<file path="src/rtl/breath_ramp_if.sv">
`default_nettype none
// ============================================================================
// Module   : breath_ramp_if
// Brief    : Enable input and duty/frame outputs of the breathing ramp source.
//            The master modport is the ramp generator. The slave modport is the
//            PWM stage, which also drives the enable.
// Revision : 1.0 - initial release
// ============================================================================
interface breath_ramp_if #(
  parameter int DW = 10
);
  logic          en;
  logic [DW-1:0] frame_pos;
  logic          frame_tick;
  logic [DW-1:0] duty;
  logic [2:0]    state;
  logic          cycle_done;

  modport master (
    input  en,
    output frame_pos, frame_tick, duty, state, cycle_done
  );

  modport slave (
    output en,
    input  frame_pos, frame_tick, duty, state, cycle_done
  );
endinterface
`default_nettype wire

</file>
<file path="src/rtl/breath_ramp_gen.sv">
`default_nettype none
// ============================================================================
// Module   : breath_ramp_gen
// Brief    : 1 us prescaler, K-us PWM frame counter and triangular duty ramp
//            (rise / hold high / fall / hold low). Duty only moves at frame
//            wraps, except that dropping en forces it to 0 at once.
// Revision : 1.0 - initial release
// ============================================================================
module breath_ramp_gen #(
  parameter int CLK_PER_US  = 34,
  parameter int K           = 1000,
  parameter int DW          = 10,
  parameter int STEP        = 1,
  parameter int HOLD_FRAMES = 0
) (
  input  logic         s_clk,
  input  logic         s_rst,
  breath_ramp_if.master bus
);

  localparam int c_PW = (CLK_PER_US > 1) ? $clog2(CLK_PER_US) : 1;
  localparam int c_HW = (HOLD_FRAMES > 0) ? $clog2(HOLD_FRAMES + 1) : 1;

  localparam logic [c_PW-1:0] c_PRE_MAX   = c_PW'(CLK_PER_US - 1);
  localparam logic [DW-1:0]   c_POS_MAX   = DW'(K - 1);
  // A STEP larger than full scale behaves the same as a STEP of K-1.
  // Clamping it keeps the arithmetic inside DW+1 bits.
  localparam logic [DW-1:0]   c_STEP      = DW'((STEP > K - 1) ? K - 1 : STEP);
  localparam logic [31:0]     c_HOLD_LAST = (HOLD_FRAMES > 0) ? HOLD_FRAMES - 1 : 0;

  typedef enum logic [2:0] {
    ST_IDLE    = 3'd0,
    ST_RISE    = 3'd1,
    ST_HOLD_HI = 3'd2,
    ST_FALL    = 3'd3,
    ST_HOLD_LO = 3'd4
  } state_t;

  logic [c_PW-1:0] r_pre;
  logic [DW-1:0]   r_frame_pos;
  logic            r_frame_tick;
  logic [DW-1:0]   r_duty;
  logic [c_HW-1:0] r_hold_cnt;
  logic            r_cycle_done;
  state_t          r_state;

  logic            w_pre_wrap;
  logic            w_frame_wrap;
  logic [DW:0]     w_sum;
  state_t          w_state_nxt;
  logic [DW-1:0]   w_duty_nxt;
  logic [c_HW-1:0] w_hold_nxt;
  logic            w_done_nxt;

  assign w_pre_wrap   = (r_pre == c_PRE_MAX);
  assign w_frame_wrap = w_pre_wrap && (r_frame_pos == c_POS_MAX);

  // Free-running timebase: 1 us prescaler, then the in-frame microsecond position.
  always_ff @(posedge s_clk or negedge s_rst) begin
    if (!s_rst) begin
      r_pre        <= '0;
      r_frame_pos  <= '0;
      r_frame_tick <= 1'b0;
    end else begin
      r_pre        <= w_pre_wrap ? '0 : r_pre + c_PW'(1);
      r_frame_tick <= w_frame_wrap;
      if (w_pre_wrap) begin
        r_frame_pos <= (r_frame_pos == c_POS_MAX) ? '0 : r_frame_pos + DW'(1);
      end
    end
  end

  // Ramp state register: duty, hold counter and the breath-complete pulse.
  always_ff @(posedge s_clk or negedge s_rst) begin
    if (!s_rst) begin
      r_state      <= ST_IDLE;
      r_duty       <= '0;
      r_hold_cnt   <= '0;
      r_cycle_done <= 1'b0;
    end else begin
      r_state      <= w_state_nxt;
      r_duty       <= w_duty_nxt;
      r_hold_cnt   <= w_hold_nxt;
      r_cycle_done <= w_done_nxt;
    end
  end

  // Next ramp step. A low en overrides everything, including a coincident frame wrap.
  always_comb begin
    w_state_nxt = r_state;
    w_duty_nxt  = r_duty;
    w_hold_nxt  = r_hold_cnt;
    w_done_nxt  = 1'b0;
    w_sum       = {1'b0, r_duty} + {1'b0, c_STEP};
    if (!bus.en) begin
      w_state_nxt = ST_IDLE;
      w_duty_nxt  = '0;
      w_hold_nxt  = '0;
    end else if (w_frame_wrap) begin
      case (r_state)
        ST_IDLE: begin
          w_state_nxt = ST_RISE;
          w_duty_nxt  = c_STEP;
        end
        ST_RISE: begin
          if (w_sum >= {1'b0, c_POS_MAX}) begin
            w_duty_nxt  = c_POS_MAX;
            w_hold_nxt  = '0;
            w_state_nxt = (HOLD_FRAMES == 0) ? ST_FALL : ST_HOLD_HI;
          end else begin
            w_duty_nxt = w_sum[DW-1:0];
          end
        end
        ST_HOLD_HI: begin
          if (32'(r_hold_cnt) >= c_HOLD_LAST) begin
            w_hold_nxt  = '0;
            w_state_nxt = ST_FALL;
          end else begin
            w_hold_nxt = r_hold_cnt + c_HW'(1);
          end
        end
        ST_FALL: begin
          if (r_duty <= c_STEP) begin
            w_duty_nxt  = '0;
            w_done_nxt  = 1'b1;
            w_hold_nxt  = '0;
            w_state_nxt = (HOLD_FRAMES == 0) ? ST_RISE : ST_HOLD_LO;
          end else begin
            w_duty_nxt = r_duty - c_STEP;
          end
        end
        ST_HOLD_LO: begin
          if (32'(r_hold_cnt) >= c_HOLD_LAST) begin
            w_hold_nxt  = '0;
            w_state_nxt = ST_RISE;
          end else begin
            w_hold_nxt = r_hold_cnt + c_HW'(1);
          end
        end
        default: begin
          w_state_nxt = ST_IDLE;
          w_duty_nxt  = '0;
          w_hold_nxt  = '0;
        end
      endcase
    end
  end

  assign bus.frame_pos  = r_frame_pos;
  assign bus.frame_tick = r_frame_tick;
  assign bus.duty       = r_duty;
  assign bus.state      = r_state;
  assign bus.cycle_done = r_cycle_done;

endmodule
`default_nettype wire

</file>
<file path="src/flat_wrapper.sv">
// flat-port wrapper written by rule: the top's interface ports become plain ports
module breath_ramp_gen_flat 
#(
  parameter int CLK_PER_US  = 34,
  parameter int K           = 1000,
  parameter int DW          = 10,
  parameter int STEP        = 1,
  parameter int HOLD_FRAMES = 0
)
  (s_clk, s_rst, bus_en, bus_frame_pos, bus_frame_tick, bus_duty, bus_state, bus_cycle_done);
  breath_ramp_if #(.DW(DW)) bus_i ();
  input  logic s_clk;
  input  logic s_rst;
  input wire logic [$bits(bus_i.en)-1:0] bus_en;
  output wire logic [$bits(bus_i.frame_pos)-1:0] bus_frame_pos;
  output wire logic [$bits(bus_i.frame_tick)-1:0] bus_frame_tick;
  output wire logic [$bits(bus_i.duty)-1:0] bus_duty;
  output wire logic [$bits(bus_i.state)-1:0] bus_state;
  output wire logic [$bits(bus_i.cycle_done)-1:0] bus_cycle_done;
  assign bus_i.en = bus_en;
  assign bus_frame_pos = bus_i.frame_pos;
  assign bus_frame_tick = bus_i.frame_tick;
  assign bus_duty = bus_i.duty;
  assign bus_state = bus_i.state;
  assign bus_cycle_done = bus_i.cycle_done;
  breath_ramp_gen #(.CLK_PER_US(CLK_PER_US), .K(K), .DW(DW), .STEP(STEP), .HOLD_FRAMES(HOLD_FRAMES)) u_core (.s_clk(s_clk), .s_rst(s_rst), .bus(bus_i));
endmodule
</file>
<file path="config.mk">
export PLATFORM = sky130hd
export DESIGN_NAME = breath_ramp_gen_flat
export DESIGN_NICKNAME = d
export VERILOG_FILES = /design/src/rtl/breath_ramp_if.sv /design/src/rtl/breath_ramp_gen.sv /design/src/flat_wrapper.sv
export SDC_FILE = /design/constraint.sdc
export NUM_CORES = 1
export LEC_CHECK = 0
export CAP_MARGIN = 0
export CELL_PAD_IN_SITES_DETAIL_PLACEMENT = 0
export CELL_PAD_IN_SITES_GLOBAL_PLACEMENT = 1
export CORE_ASPECT_RATIO = 0.9
export CORE_MARGIN = 2
export CORE_UTILIZATION = 35
export CTS_CLUSTER_DIAMETER = 50
export DETAILED_ROUTE_END_ITERATION = 10
export PLACE_DENSITY_LB_ADDON = 0.1
export SLEW_MARGIN = 20
export SYNTH_ARGS = -nofsm -noshare
export SYNTH_HDL_FRONTEND = slang
export SYNTH_SLANG_ARGS = --single-unit
</file>
<file path="constraint.sdc">
create_clock -name s_clk -period 5.8 [get_ports s_clk]
set_clock_uncertainty 0.1 [all_clocks]
set_input_delay 1.45 -clock s_clk [delete_from_list [all_inputs] [get_ports s_clk]]
set_output_delay 1.45 -clock s_clk [all_outputs]
set_load 0.01 [all_outputs]
</file>
==> key figures <==
Outcome
  • Status: finished clean

Finish
  • Filler instances: 589
  • Diodes inserted: 0
  • Final nets: 291
  • Share of layout cells above drive strength 1: 7.194%
  • Layout area overhead: 18.38%
  • Final Cell Area: 0.002530 mm²

Routing
  • Total wire length: 5827 µm
  • Residual DRC count: 0
  • Initial DRT Pass Iterations: 6
  • DR iter-0 viols: 234
  • Final ANT Viol Nets: 0
  • Avg Vias per Cell: 5.701
  • DR vias: 1984
  • Drt wl/cell: 16.74 µm

Place
  • Hpwl dp: 4150 µm
  • Port Buffers: 26
  • Gpl congestion: 0.8305
  • Pre-CTS setup slack: 2.233 ns
  • Placement Cell Area: 0.002439 mm²

Clocking
  • Clk pin slew, worst setup/hold paths: 0.07 ns
  • # H-tree levels: 2
  • TritonCTS buffer count: 5
  • CTS tree: built
  • CTS Root Cell: clkbuf_8
  • Clock sink count: 30
  • Max clock buf depth: 2
  • Clock Latency Late Sink: 0.28 ns
  • Post-CTS sizing: 0
  • Hold Buf Count CTS: 0
  • Setup bufs post-CTS: 0

Timing
  • Final Hold Viols: 0
  • Final setup TNS: 0 ns
  • Setup violators final: 0
  • RSZ-0062 raised after global routing: false
  • Slew Viols, Final: 0
  • Period utilization: 57.88%
  • Setup ws final: 2.443 ns
  • Measured slew at the worst slew-check pin: 0.7984 ns
  • Rel. slew slack: 46.19%
  • FMAX: 0.2979 GHz
  • Tmin final: 3.357 ns

Logic synthesis
  • Synth top area share: 35.13%
  • Largest area contributor in the netlist: dfrtp_1
  • Synth Area per Inst: 8.447 µm²
  • Post-synth EDFFs: 0
  • Seq/Total Area, Yosys: 35.13%
  • Post-synth ARST share: 100.0%
  • Top cells by area in the synthesized netlist: dfrtp_1, ha_1, xnor2_1, nand2_1, a21oi_1
  • Yosys warnings: 0
  • Net Count, Synth: 267
  • Dominant synthesized flop cell: dfrtp_1
  • Gate Count Post-Synth: 253
  • Cell area after synthesis: 0.002137 mm²
  • #FFs+latches synth: 30
  • Cell variety after synth: 54

Worst setup path
  • CP startpoint: bus_en
  • CP Launch Type: input pin
  • Required @ worst endpoint: 5.90 ns
  • CP Class: in -> reg
  • Critical-path maximum fanout: 10
  • Crit end category: flop
  • Worst r2r src: u_core.bus.duty[0]
  • Critical Path AT: 3.45 ns

Die
  • Die X: 86.37 µm
  • IO Pins: 28
  • Row Count: 26
  • Core footprint: 0.005791 mm²
  • Die H: 78.13 µm
  • Die area: 0.006748 mm²
  • Initial Util: 36.91%

GRT
  • GRT Total Usage: 18.28%
  • GRT busiest layer: met1
  • First-pass GRT wire length: 9646 µm
  • Initial antenna violation count: 0
  • Grt met1 use: 29.68%
  • Met2 GRT Util: 23.31%
  • Vias in the first global route: 1781
  • Pin count of the biggest net entering global routing: 31
  • GR Layer Usage met3: 4.416%
  • GRT overflow: 0

Min path
  • Worst Hold Class: reg -> reg
  • Hold_sp: u_core.r_pre[0]

Job
  • Max-cap violations: 0

Power and ir drop
  • Pwr dens: 156.4 mW/mm²
  • Pleak: 1.027 nW
  • Peak VDD IR: 0.1059 mV
[worst max-delay path, cell delays in order]
cell	delay [ns]
clkdlybuf4s50_1	0.54
inv_1	0.09
nor3_1	0.19
nand3_1	0.37
nor2_2	0.46
a21oi_1	0.12
a32oi_1	0.23
[state kept, by name, indices dropped and copies added (netlist names)]
register / count
u_core.bus.cycle_done: 1
u_core.bus.duty: 10
u_core.bus.frame_pos: 10
u_core.r_pre: 6
u_core.bus.state: 2
u_core.bus.frame_tick: 1
[routing by layer]
layer  up-vias  share of wire [%]
met5         -                  0
met3        13                5.4
li1        967                  -
met2        74                 40
met4         0                1.6
met1       930                 53
[logic make-up after synthesis]
kind of cell             synth area share (%)
XOR/XNOR                                5.328
AO/OA/AOI/OAI                           18.80
buffers and inverters                   5.678
flip-flops                              35.13
AND/OR/NAND/NOR                         27.52
other                                  0.1755
adder cells (fa/ha/maj)                 6.440
multiplexers                           0.9368
[final cells by class]
| class | instances | area [µm²] | area share [%] |
|---|---|---|---|
| Multi-Input combinational cell | 195 | 1265 | 50.00 |
| Sequential cell | 30 | 750.7 | 29.67 |
| Timing Repair Buffer | 27 | 267.8 | 10.58 |
| Tap cell | 70 | 87.58 | 3.462 |
| Clock buffer | 7 | 86.33 | 3.412 |
| Inverter | 18 | 67.56 | 2.671 |
| Clock inverter | 1 | 5.005 | 0.1978 |
[cell usage after synthesis, drive strengths merged (2+ instances only)]
library cell,instances
o22ai,6
buf,9
or3,6
o21ai,11
a31oi,2
xor2,2
inv,18
nand3,14
nand4,9
a311oi,3
a21o,5
mux2i,2
nand2,23
nor3,13
nor2b,2
nand2b,3
dfrtp,30
nor4,5
nor2,22
xnor2,11
o31ai,3
or4,2
a41oi,2
ha,11
and2,3
a21oi,15
[metrics by stage]
stage | instances | utilization, % | hold WS (ns) | power (W)
after floorplan | 253 | - | 0.3598 | 0.0002162
after global placement | 340 | 42.11 | 0.3863 | 0.0002227
after detailed placement | 340 | 42.11 | 0.3877 | 0.0002228
after CTS | 348 | 43.69 | 0.3966 | 0.0003997
after global routing | 348 | 43.69 | 0.4227 | 0.0004102
final | 348 | 43.69 | 0.3950 | 0.0003956
[cells in the final DEF, fill, tap and decap left out, drive strengths merged, types with 2 or more instances in the layout]
| master | Yosys | layout |
|---|---|---|
| clkdlybuf4s50 | 0 | 26 |
| a31oi | 2 | 2 |
| or4 | 2 | 2 |
| nor2 | 22 | 22 |
| nor3 | 13 | 13 |
| dfrtp | 30 | 30 |
| a21o | 5 | 5 |
| nor2b | 2 | 2 |
| xnor2 | 11 | 11 |
| clkbuf | 1 | 7 |
| inv | 18 | 18 |
| xor2 | 2 | 2 |
| a21oi | 15 | 15 |
| nand2 | 23 | 23 |
| ha | 11 | 11 |
| a311oi | 3 | 3 |
| and2 | 3 | 3 |
| o22ai | 6 | 6 |
| o21ai | 11 | 11 |
| a41oi | 2 | 2 |
| nand2b | 3 | 3 |
| nor4 | 5 | 5 |
| or3 | 6 | 6 |
| mux2i | 2 | 2 |
| nand3 | 14 | 14 |
| o31ai | 3 | 3 |
| nand4 | 9 | 9 |
[report_power, final]
group	leakage, nW	total (W)	internal [W]	switching (W)
logic	0.582	0.00000933	0.00000246	0.00000687
clock network	0.0482	0.000177	0.0000957	0.0000814
registers	0.396	0.000209	0.000209	0.000000000000000000266
[path summary, 6_finish.rpt]
path                                           end  slack (ns)  depth (start not counted)
min reg2reg                        u_core.r_pre[0]        0.39                          1
max in group asynchronous  u_core.bus.frame_pos[0]        3.86                          2
max                             u_core.bus.duty[4]        2.44                          7
min in group asynchronous    u_core.bus.frame_tick        1.46                          2
min                                u_core.r_pre[0]        0.39                          1
max reg2reg                     u_core.bus.duty[2]        2.71                          7
Power figures use the tool's default switching activity.
